$ cat config.mk
export PLATFORM = sky130hd
export DESIGN_NAME = rand_seg_sel
export DESIGN_NICKNAME = d
export VERILOG_FILES = /design/src/rtl/rand_seg_pkg.sv /design/src/rtl/lfsr16.sv /design/src/rtl/rand_seg_sel.sv
export SDC_FILE = /design/constraint.sdc
export NUM_CORES = 1
export LEC_CHECK = 0
export CAP_MARGIN = 30
export CELL_PAD_IN_SITES_DETAIL_PLACEMENT = 0
export CELL_PAD_IN_SITES_GLOBAL_PLACEMENT = 2
export CORE_AREA = 3 3 95 106
export DETAILED_ROUTE_END_ITERATION = 12
export DIE_AREA = 0 0 98 109
export GPL_TIMING_DRIVEN = 0
export PLACE_DENSITY_LB_ADDON = 0.1
export SETUP_SLACK_MARGIN = 0.5
export SYNTH_ARGS = -nofsm -noshare
export SYNTH_HDL_FRONTEND = slang
export SYNTH_SLANG_ARGS = --single-unit
export TNS_END_PERCENT = 30
$ cat constraint.sdc
create_clock -name clk -period 2.2 [get_ports clk]
set_input_delay 0.66 -clock clk [delete_from_list [all_inputs] [get_ports clk]]
set_output_delay 0.66 -clock clk [all_outputs]
set_load 0.01 [all_outputs]
$ cat src/rtl/rand_seg_pkg.sv
// Shared constants for the random ROM-segment selector: LFSR geometry,
// default seed, FSM encoding and ROM segment layout.
package rand_seg_pkg;

  localparam int unsigned LFSR_W  = 16;
  localparam int unsigned TAP_A   = 16;
  localparam int unsigned TAP_B   = 14;
  localparam int unsigned TAP_C   = 13;
  localparam int unsigned TAP_D   = 11;

  localparam logic [LFSR_W-1:0] SEED_DEFAULT = 16'hACE1;

  localparam int unsigned SEG_COUNT = 4;
  localparam int unsigned SEG_SEL_W = 2;
  localparam int unsigned SEG_SIZE  = 256;

  localparam logic [1:0] ST_IDLE     = 2'd0;
  localparam logic [1:0] ST_DWELL    = 2'd1;
  localparam logic [1:0] ST_WAIT_BND = 2'd2;

  // Right-shifting Fibonacci step; tap t maps to bit (LFSR_W - t).
  function automatic logic [LFSR_W-1:0] lfsr_next(input logic [LFSR_W-1:0] l);
    logic fb;
    fb = l[LFSR_W-TAP_A] ^ l[LFSR_W-TAP_B] ^ l[LFSR_W-TAP_C] ^ l[LFSR_W-TAP_D];
    return {fb, l[LFSR_W-1:1]};
  endfunction

endpackage

$ cat src/rtl/lfsr16.sv
// 16-bit Fibonacci LFSR with seed load (priority over shift) and a guard
// that replaces an all-zero seed with the default seed.
module lfsr16
  import rand_seg_pkg::*;
#(
  parameter logic [LFSR_W-1:0] SEED = SEED_DEFAULT
) (
  input  logic              clk,
  input  logic              rst_n,
  input  logic              en,
  input  logic              load,
  input  logic [LFSR_W-1:0] load_val,
  output logic [LFSR_W-1:0] q
);

  logic [LFSR_W-1:0] lfsr_d;
  logic [LFSR_W-1:0] lfsr_q;

  always_comb begin
    lfsr_d = lfsr_q;
    if (load) begin
      lfsr_d = (load_val == '0) ? SEED : load_val;
    end else if (en) begin
      lfsr_d = lfsr_next(lfsr_q);
    end
  end

  always_ff @(posedge clk or negedge rst_n) begin
    if (!rst_n) begin
      lfsr_q <= SEED;
    end else begin
      lfsr_q <= lfsr_d;
    end
  end

  assign q = lfsr_q;

endmodule

$ cat src/rtl/rand_seg_sel.sv
// Picks the next ROM segment from the LFSR after a programmable dwell and
// commits it only on the address generator's segment wrap.
module rand_seg_sel
  import rand_seg_pkg::*;
#(
  parameter logic [LFSR_W-1:0] SEED      = SEED_DEFAULT,
  parameter int unsigned       DWELL_W   = 16,
  parameter bit                NO_REPEAT = 1'b1
) (
  input  logic                 clk,
  input  logic                 rst_n,
  input  logic                 en,
  input  logic                 seed_load,
  input  logic [LFSR_W-1:0]    seed_in,
  input  logic [DWELL_W-1:0]   dwell_len,
  input  logic                 seg_done,
  output logic [SEG_SEL_W-1:0] seg_sel,
  output logic                 seg_valid,
  output logic [LFSR_W-1:0]    lfsr_out
);

  logic [1:0]           state_d, state_q;
  logic [DWELL_W-1:0]   cnt_d, cnt_q;
  logic [SEG_SEL_W-1:0] cand_r_d, cand_r_q;
  logic [SEG_SEL_W-1:0] seg_sel_d, seg_sel_q;
  logic                 seg_valid_d, seg_valid_q;

  logic [LFSR_W-1:0]    lfsr_q;
  logic [SEG_SEL_W-1:0] cand_c;
  logic [DWELL_W-1:0]   reload_c;

  lfsr16 #(.SEED(SEED)) u_lfsr (
    .clk      (clk),
    .rst_n    (rst_n),
    .en       (en),
    .load     (seed_load),
    .load_val (seed_in),
    .q        (lfsr_q)
  );

  // Candidate from LFSR bits [4:3], bumped by one if it would repeat.
  always_comb begin
    cand_c = lfsr_q[4:3];
    if (NO_REPEAT && (cand_c == seg_sel_q)) begin
      cand_c = SEG_SEL_W'(cand_c + SEG_SEL_W'(1));
    end
  end

  // A zero dwell is treated as one cycle.
  assign reload_c = (dwell_len == '0) ? '0 : DWELL_W'(dwell_len - DWELL_W'(1));

  always_comb begin
    state_d     = state_q;
    cnt_d       = cnt_q;
    cand_r_d    = cand_r_q;
    seg_sel_d   = seg_sel_q;
    seg_valid_d = 1'b0;

    if (!en) begin
      state_d = ST_IDLE;
    end else begin
      case (state_q)
        ST_IDLE: begin
          cnt_d   = reload_c;
          state_d = ST_DWELL;
        end
        ST_DWELL: begin
          if (cnt_q != '0) begin
            cnt_d = DWELL_W'(cnt_q - DWELL_W'(1));
          end else if (seg_done) begin
            seg_sel_d   = cand_c;
            seg_valid_d = 1'b1;
            cnt_d       = reload_c;
          end else begin
            cand_r_d = cand_c;
            state_d  = ST_WAIT_BND;
          end
        end
        ST_WAIT_BND: begin
          if (seg_done) begin
            seg_sel_d   = cand_r_q;
            seg_valid_d = 1'b1;
            cnt_d       = reload_c;
            state_d     = ST_DWELL;
          end
        end
        default: begin
          state_d = ST_IDLE;
        end
      endcase
    end
  end

  always_ff @(posedge clk or negedge rst_n) begin
    if (!rst_n) begin
      state_q     <= ST_IDLE;
      cnt_q       <= '0;
      cand_r_q    <= '0;
      seg_sel_q   <= '0;
      seg_valid_q <= 1'b0;
    end else begin
      state_q     <= state_d;
      cnt_q       <= cnt_d;
      cand_r_q    <= cand_r_d;
      seg_sel_q   <= seg_sel_d;
      seg_valid_q <= seg_valid_d;
    end
  end

  assign seg_sel   = seg_sel_q;
  assign seg_valid = seg_valid_q;
  assign lfsr_out  = lfsr_q;

endmodule

==> run_summary.xml, run 1 <==
<?xml version="1.0" encoding="UTF-8"?>
<metrics>
  <group name="power_and_ir_drop">
    <metric name="intPower" unit="W">0.00240</metric>
    <metric name="clock_power_share" unit="%">14.6</metric>
    <metric name="sequentialPowerShare" unit="%">28.1</metric>
    <metric name="sw_frac_of_total" unit="%">42.7</metric>
    <metric name="pnr_total_power" unit="W">0.00419</metric>
    <metric name="leakage" unit="nW">1.71</metric>
    <metric name="combPwrFrac" unit="%">57.2</metric>
    <metric name="switching_power" unit="W">0.00179</metric>
    <metric name="max-vdd-ir-drop" unit="mV">0.399</metric>
    <metric name="power-per-cell-area" unit="nW/um^2">976</metric>
  </group>
  <group name="critical_path">
    <metric name="reg2regPathDepth" unit="">9</metric>
    <metric name="worst_ep_arrival_time" unit="ns">2.25</metric>
    <metric name="setup.worst_path.end_class" unit="">register</metric>
    <metric name="regToRegEndpoint" unit="">cnt_q[11]</metric>
    <metric name="worst_flop_to_flop_path_startpoint" unit="">cnt_q[2]</metric>
    <metric name="timing.critical_path.required" unit="ns">2.38</metric>
    <metric name="worstSetupStartpointType" unit="">register</metric>
    <metric name="cp_max_fo" unit="">7</metric>
    <metric name="category_of_the_most_critical_setup_path" unit="">reg2reg</metric>
    <metric name="r2r_setup_slack" unit="ns">0.13</metric>
  </group>
  <group name="synth">
    <metric name="yosysWarningCount" unit="">0</metric>
    <metric name="synth_xor_area_share" unit="%">4.99</metric>
    <metric name="most_area_consuming_cells_after_synthesis" unit="">sky130_fd_sc_hd__dfrtp_1 28%, sky130_fd_sc_hd__dfstp_2 7.5%, sky130_fd_sc_hd__nand2_1 5.1%</metric>
    <metric name="postSynthNetCount" unit="">367</metric>
    <metric name="synth-seq-area-share" unit="%">35.1</metric>
    <metric name="synth_top_area_share" unit="%">27.6</metric>
    <metric name="ys_ff_latch" unit="">39</metric>
    <metric name="synth-simple-area-share" unit="%">23.0</metric>
    <metric name="synth-edff-count" unit="">0</metric>
    <metric name="synth.distinct_cells" unit="">52</metric>
    <metric name="synth_adder_area_share" unit="%">3.12</metric>
    <metric name="syn_avg_cell_area" unit="sq um">8.69</metric>
    <metric name="asyncSetResetFlopFracSynth" unit="%">100</metric>
    <metric name="synthMuxAreaShare" unit="%">7.89</metric>
    <metric name="synthesis.area" unit="sq um">2810</metric>
    <metric name="synth_top_family_by_area" unit="">simple AND/OR/NAND/NOR gates</metric>
    <metric name="synth_top_area_cell" unit="">sky130_fd_sc_hd__dfrtp_1</metric>
    <metric name="synth_ff_type" unit="">sky130_fd_sc_hd__dfrtp_1</metric>
    <metric name="syn_inst" unit="">323</metric>
    <metric name="synth_compound_gate_area_share" unit="%">21.6</metric>
  </group>
  <group name="global_route">
    <metric name="grt_util_all_layers" unit="%">18.2</metric>
    <metric name="grt_pass1_wl" unit="um">15500</metric>
    <metric name="first_global_vias" unit="">2989</metric>
    <metric name="maximum_number_of_pins_on_one_net_before_global_route_repair" unit="">27</metric>
    <metric name="globalRouteOverflowTotal" unit="">0</metric>
    <metric name="antenna_violations_before_repair" unit="">0</metric>
  </group>
  <group name="floorplanning">
    <metric name="die_area" unit="sq um">10700</metric>
    <metric name="floorplan.rows" unit="">36</metric>
    <metric name="placeableCoreArea" unit="sq um">8960</metric>
    <metric name="die_x" unit="um">98</metric>
    <metric name="die_y" unit="um">109</metric>
    <metric name="io-pin-count" unit="">56</metric>
    <metric name="floorplan.initialDensity" unit="%">31.3</metric>
  </group>
  <group name="timing">
    <metric name="unrepaired_setup_endpoints_after_global_routing" unit="">true</metric>
    <metric name="final-hold-violation-count" unit="">0</metric>
    <metric name="setup_viol" unit="">0</metric>
    <metric name="finalWorstSetupSlack" unit="ns">0.134</metric>
    <metric name="worst_slew_pin_slew" unit="ns">0.466</metric>
    <metric name="slew_viol_final" unit="">0</metric>
    <metric name="maxClockFrequency" unit="GHz">0.484</metric>
    <metric name="max_slew_margin" unit="%">68.9</metric>
    <metric name="fin_worst_skew" unit="ns">0.0117</metric>
    <metric name="final_min_period_over_clock_period" unit="%">93.9</metric>
    <metric name="timing.final.crit_period" unit="ns">2.07</metric>
  </group>
  <group name="clock_network">
    <metric name="clockBufferDepth" unit="">2</metric>
    <metric name="clkSlewWorstSetupHoldPaths" unit="ns">0.09</metric>
    <metric name="clock_network_latency_to_the_later_pin_of_the_worst_skew_pair" unit="ns">0.30</metric>
    <metric name="cts.root.buffer_cell" unit="">sky130_fd_sc_hd__clkbuf_8</metric>
    <metric name="tritoncts" unit="">yes</metric>
    <metric name="htreeDepth" unit="">2</metric>
    <metric name="cts.sinks" unit="">39</metric>
    <metric name="cts_made_buffers" unit="">5</metric>
  </group>
  <group name="placement">
    <metric name="dp.final_hpwl" unit="um">6860</metric>
    <metric name="minimum_setup_slack_after_placement" unit="ns">-0.809</metric>
    <metric name="place.detailed.instances" unit="">492</metric>
    <metric name="port-buffer-count" unit="">54</metric>
    <metric name="globalplace.congestion" unit="">0.826</metric>
  </group>
  <group name="layout">
    <metric name="layoutNonFillerInstCount" unit="">540</metric>
    <metric name="final.fill_count" unit="">884</metric>
    <metric name="antenna_cells" unit="">0</metric>
    <metric name="fin_nets" unit="">469</metric>
    <metric name="proportion_of_layout_cells_with_a_drive_suffix_above_1" unit="%">31.5</metric>
    <metric name="area.growth.synth_to_final" unit="%">53.1</metric>
    <metric name="layout_common_cells" unit="">35 x sky130_fd_sc_hd__buf_4, 35 x sky130_fd_sc_hd__nand2_1, 29 x sky130_fd_sc_hd__clkdlybuf4s50_1</metric>
  </group>
  <group name="outcome">
    <metric name="run_status" unit="">completed</metric>
  </group>
  <group name="routing">
    <metric name="num_vias" unit="">2895</metric>
    <metric name="drtIter0Drc" unit="">111</metric>
    <metric name="post_drt_wl_per_cell" unit="um">17.6</metric>
    <metric name="drc" unit="">0</metric>
    <metric name="antenna_violating_nets_post_route" unit="">0</metric>
    <metric name="route.final.wire_length" unit="um">9500</metric>
    <metric name="drt_pass1_iterations" unit="">4</metric>
    <metric name="vias_per_cell" unit="">5.36</metric>
  </group>
  <group name="worst_hold_path">
    <metric name="min-delay-path-class" unit="">in2async</metric>
  </group>
  <group name="job">
    <metric name="cap_viol_max_count" unit="">0</metric>
  </group>
</metrics>
==> power by group through the flow <==
stage	clock, W	combinational (W)	sequential (W)
finish	0.000613	0.00240	0.00118
global route	0.000667	0.00259	0.00122
CTS	0.000638	0.00228	0.00118
detailed placement	0	0.00173	0.00119
global placement	0	0.00172	0.00119
floorplan	0	0.00116	0.00115
==> Yosys cell counts (5+ instances only) <==
cell type                  count
sky130_fd_sc_hd__nand2b_1      5
sky130_fd_sc_hd__a21oi_1      10
sky130_fd_sc_hd__clkbuf_1     12
sky130_fd_sc_hd__dfstp_2       8
sky130_fd_sc_hd__nor2_1       25
sky130_fd_sc_hd__ha_1          7
sky130_fd_sc_hd__nand3_1       5
sky130_fd_sc_hd__xnor2_1      12
sky130_fd_sc_hd__nand2_1      38
sky130_fd_sc_hd__dfrtp_1      31
sky130_fd_sc_hd__inv_1         8
sky130_fd_sc_hd__mux2_2        9
sky130_fd_sc_hd__o22a_1       10
sky130_fd_sc_hd__o21ai_0      28
sky130_fd_sc_hd__nor3_1       18
sky130_fd_sc_hd__mux2i_1      12
sky130_fd_sc_hd__nor4_1        9
==> flip-flops by register name, indices dropped and copies added (netlist names) <==
| signal | flops |
|---|---|
| seg_sel | 2 |
| state_q | 2 |
| seg_valid | 1 |
| cand_r_q | 2 |
| u_lfsr.q | 16 |
| cnt_q | 16 |
==> worst max-delay path, cell delays in order, from the launching register on <==
cell and delay, ns:
sky130_fd_sc_hd__dfrtp_2 0.48, sky130_fd_sc_hd__nor4_4 0.30, sky130_fd_sc_hd__buf_4 0.18, sky130_fd_sc_hd__nand3_4 0.15, sky130_fd_sc_hd__o21ai_4 0.25, sky130_fd_sc_hd__buf_6 0.14, sky130_fd_sc_hd__buf_4 0.10, sky130_fd_sc_hd__o211ai_1 0.07
sky130_fd_sc_hd__a31oi_1 0.20, sky130_fd_sc_hd__o21ai_2 0.08
==> how the worst max path moves through the flow <==
| stage | from | to | slack, ns | cells after the start |
|---|---|---|---|---|
| detailed placement | dwell_len[1] | cnt_q[8] | -0.81 | 10 |
| CTS | state_q[1] | cnt_q[8] | 0.15 | 8 |
| floorplan | dwell_len[1] | cnt_q[8] | 0.21 | 9 |
| finish | cnt_q[2] | cnt_q[11] | 0.13 | 9 |
| global placement | rst_n | cnt_q[2] | -0.86 | 1 |
| global route | cnt_q[12] | cnt_q[7] | 0.05 | 8 |
==> kinds of logic after synthesis <==
| kind of cell | after synthesis |
|---|---|
| xor gates and xnor gates | 16 |
| DFF | 39 |
| AOI/OAI and AO/OA | 88 |
| adders and majority gates | 7 |
| buffers and inverters | 25 |
| and+or+nand+nor | 127 |
| muxes | 21 |
==> timing repair <==
item	4_1_cts	5_1_grt
endpoints found under the setup margin	58	58
pin swaps	35	17
hold buffers	0	0
buffers inserted	36	4
resized for setup	107	19
==> per-stage QoR <==
step / instance area, sq um / hold WS (ns) / TNS [ns] / util (%)
5_1_grt: 4300 / 0.286 / 0 / 47.9
6_report: 4300 / 0.270 / 0 / 47.9
2_1_floorplan: 2920 / 0.364 / 0 / -
3_5_place_dp: 3610 / 0.481 / -19.00 / 40.3
4_1_cts: 4220 / 0.276 / 0 / 47.1
3_3_place_gp: 3600 / 0.464 / -42.57 / 40.2
==> cell type report <==
class	instances	area, sq um	share of cell area, %
Buffer	17	120	2.80
Clock buffer	6	72.6	1.69
Clock inverter	2	37.5	0.874
Inverter	8	47.5	1.11
Multi-Input combinational cell	259	2010	46.8
Sequential cell	39	990	23.0
Tap cell	114	143	3.32
Timing Repair Buffer	95	875	20.4
==> layer usage <==
layer	routed length (um)	GRT usage [%]	vias up	share of wire (%)
met4	293	4.55	0	3.1
met5	0	0	-	0
met2	4640	32.5	73	49
met3	440	3.45	21	4.6
met1	4130	22.5	1394	43
li1	-	-	1407	-
Note: power is estimated with default switching activity, not from simulation.
==> run 2: changes to the inputs <==
- CAP_MARGIN: 30 -> 15
- CORE_AREA: 3 3 95 106 -> 3 3 100 112
- DIE_AREA: 0 0 98 109 -> 0 0 103 115
- clock period: 2.2 -> 1.7 ns (I/O delays scaled with it)
==> run_summary.xml, run 2 (same netlist as run 1, synthesis figures left out) <==
<?xml version="1.0" encoding="UTF-8"?>
<metrics>
  <group name="layout">
    <metric name="proportion_of_layout_cells_with_a_drive_suffix_above_1" unit="%">39.7</metric>
    <metric name="fin_nets" unit="">459</metric>
    <metric name="antenna_cells" unit="">0</metric>
    <metric name="leading_cell_type_in_the_layout_fill_and_taps_excluded" unit="">sky130_fd_sc_hd__nand2_1</metric>
    <metric name="area.growth.synth_to_final" unit="%">51.0</metric>
    <metric name="layout_common_cells" unit="">34 x sky130_fd_sc_hd__nand2_1, 28 x sky130_fd_sc_hd__dfrtp_1, 27 x sky130_fd_sc_hd__buf_4</metric>
  </group>
  <group name="power_and_ir_drop">
    <metric name="clock_power_share" unit="%">18.0</metric>
    <metric name="max-vdd-ir-drop" unit="mV">0.480</metric>
    <metric name="intPower" unit="W">0.00319</metric>
    <metric name="pnr_total_power" unit="W">0.00563</metric>
    <metric name="switching_power" unit="W">0.00244</metric>
    <metric name="sequentialPowerShare" unit="%">27.3</metric>
    <metric name="sw_frac_of_total" unit="%">43.3</metric>
    <metric name="leakage" unit="nW">1.75</metric>
    <metric name="power-per-cell-area" unit="nW/um^2">1330</metric>
    <metric name="combPwrFrac" unit="%">54.8</metric>
  </group>
  <group name="placement">
    <metric name="globalplace.congestion" unit="">0.793</metric>
    <metric name="port-buffer-count" unit="">54</metric>
    <metric name="dp.final_hpwl" unit="um">7170</metric>
  </group>
  <group name="timing">
    <metric name="fin_worst_skew" unit="ns">0.00331</metric>
    <metric name="worst_slew_pin_slew" unit="ns">0.475</metric>
    <metric name="timing.final.crit_period" unit="ns">2.08</metric>
    <metric name="final-hold-violation-count" unit="">0</metric>
    <metric name="unrepaired_setup_endpoints_after_global_routing" unit="">true</metric>
    <metric name="final_min_period_over_clock_period" unit="%">123</metric>
    <metric name="finalWorstSetupSlack" unit="ns">-0.383</metric>
    <metric name="maxClockFrequency" unit="GHz">0.480</metric>
    <metric name="whs" unit="ns">0.0645</metric>
    <metric name="setup_viol" unit="">23</metric>
    <metric name="max_slew_margin" unit="%">68.4</metric>
    <metric name="slew_viol_final" unit="">0</metric>
  </group>
  <group name="clock_network">
    <metric name="cts.root.buffer_cell" unit="">sky130_fd_sc_hd__clkbuf_16</metric>
    <metric name="clockBufferDepth" unit="">2</metric>
    <metric name="clkSlewWorstSetupHoldPaths" unit="ns">0.06</metric>
    <metric name="tritoncts" unit="">yes</metric>
    <metric name="htreeDepth" unit="">2</metric>
    <metric name="cts_made_buffers" unit="">5</metric>
    <metric name="cts_hold_repair.buffers" unit="">0</metric>
    <metric name="clock_network_latency_to_the_later_pin_of_the_worst_skew_pair" unit="ns">0.28</metric>
    <metric name="cts.sinks" unit="">39</metric>
  </group>
  <group name="routing">
    <metric name="drtIter0Drc" unit="">131</metric>
    <metric name="drc" unit="">0</metric>
    <metric name="num_vias" unit="">2905</metric>
    <metric name="route.final.wire_length" unit="um">10000</metric>
    <metric name="vias_per_cell" unit="">5.39</metric>
    <metric name="post_drt_wl_per_cell" unit="um">18.6</metric>
    <metric name="antenna_violating_nets_post_route" unit="">0</metric>
    <metric name="drt_pass1_iterations" unit="">4</metric>
  </group>
  <group name="global_route">
    <metric name="antenna_violations_before_repair" unit="">0</metric>
    <metric name="top_usage_layer" unit="">met2</metric>
    <metric name="first_global_vias" unit="">2936</metric>
    <metric name="use_met2" unit="%">29.5</metric>
    <metric name="grt_pass1_wl" unit="um">16000</metric>
    <metric name="globalRouteOverflowTotal" unit="">0</metric>
    <metric name="grt_util_all_layers" unit="%">17.6</metric>
    <metric name="maximum_number_of_pins_on_one_net_before_global_route_repair" unit="">34</metric>
    <metric name="groute.layer.met1.usage" unit="%">23.1</metric>
    <metric name="globalRouteMet3Util" unit="%">3.40</metric>
  </group>
  <group name="critical_path">
    <metric name="worst_ep_arrival_time" unit="ns">2.25</metric>
    <metric name="category_of_the_most_critical_setup_path" unit="">reg2reg</metric>
    <metric name="worstSetupStartpointType" unit="">register</metric>
    <metric name="reg2regPathDepth" unit="">8</metric>
    <metric name="timing.critical_path.required" unit="ns">1.86</metric>
    <metric name="cp_max_fo" unit="">9</metric>
    <metric name="setup.worst_path.end_class" unit="">register</metric>
  </group>
  <group name="floorplanning">
    <metric name="floorplan.initialDensity" unit="%">27.4</metric>
    <metric name="placeableCoreArea" unit="sq um">10200</metric>
    <metric name="die_x" unit="um">103</metric>
    <metric name="die_y" unit="um">115</metric>
    <metric name="floorplan.rows" unit="">39</metric>
    <metric name="io-pin-count" unit="">56</metric>
    <metric name="die_area" unit="sq um">11800</metric>
  </group>
  <group name="outcome">
    <metric name="violations_in_the_final_reports" unit="">negative setup slack</metric>
    <metric name="run_status" unit="">finished, violations left</metric>
  </group>
  <group name="worst_hold_path">
    <metric name="min-delay-path-class" unit="">in2async</metric>
  </group>
  <group name="job">
    <metric name="cap_viol_max_count" unit="">0</metric>
  </group>
</metrics>
[run 2: final cells by class]
| class | count | area [sq um] |
|---|---|---|
| fill | 1063 | 6010 |
| multi-input combinational | 260 | 2080 |
| sequential | 39 | 990 |
| timing repair buffer | 84 | 673 |
| buffer | 17 | 156 |
| tap | 123 | 154 |
| clock buffer | 7 | 143 |
| inverter | 8 | 30.0 |
| clock inverter | 1 | 8.76 |
[run 2: power groups by stage]
stage	Clock (W)	Sequential (W)	Combinational, W
after floorplan	0	0.00149	0.00156
after global placement	0	0.00155	0.00233
after detailed placement	0	0.00155	0.00233
after CTS	0.00104	0.00153	0.00275
after global routing	0.00107	0.00158	0.00334
final	0.00101	0.00153	0.00308
[run 2: worst paths after layout]
path	from	slack [ns]	to
min in group clk	seed_in[8]	0.46	u_lfsr.q[8]
hold reg to reg	cand_r_q[0]	0.49	cand_r_q[0]
hold / removal	rst_n	0.06	cnt_q[9]
setup reg to reg	cnt_q[12]	-0.38	cnt_q[11]
max in group asynchronous	rst_n	1.12	u_lfsr.q[5]
setup / recovery	cnt_q[12]	-0.38	cnt_q[11]
[run 2: routing by layer]
layer  vias to the layer above  routed length [um]  part of all wire [%]
met5                         -                   0                     0
met1                      1432                4270                    43
met2                        76                5130                    51
li1                       1383                   -                     -
met4                         0                 214                   2.1
met3                        14                 408                   4.1
[run 2: what timing repair did]
item | CTS | global route
buffers inserted | 21 | 8
resized for setup | 206 | 50
pin swaps | 33 | 41
endpoints found under the setup margin | 58 | 56
cloned | 1 | 0
[run 2: worst max-delay path, stage by stage, from the launching register on]
cell and delay (ns):
sky130_fd_sc_hd__dfrtp_1 0.38, sky130_fd_sc_hd__or3_4 0.44, sky130_fd_sc_hd__or2_1 0.25, sky130_fd_sc_hd__buf_8 0.16, sky130_fd_sc_hd__o21ai_4 0.17, sky130_fd_sc_hd__buf_12 0.14, sky130_fd_sc_hd__o211ai_1 0.08, sky130_fd_sc_hd__a31oi_1 0.25
sky130_fd_sc_hd__o21ai_1 0.09
[run 2: per-stage QoR]
step           util (%)  instances  instance area [sq um]  worst slack [ns]  setup TNS (ns)
4_1_cts            39.6        531                   4060            -0.392           -6.99
5_1_grt            41.4        539                   4240            -0.469           -8.72
6_report           41.4        539                   4240            -0.383           -6.43
3_3_place_gp       35.0        500                   3580             -1.21          -68.66
3_5_place_dp       35.1        501                   3600             -1.09          -30.88
2_1_floorplan         -        323                   2890            -0.238           -3.22
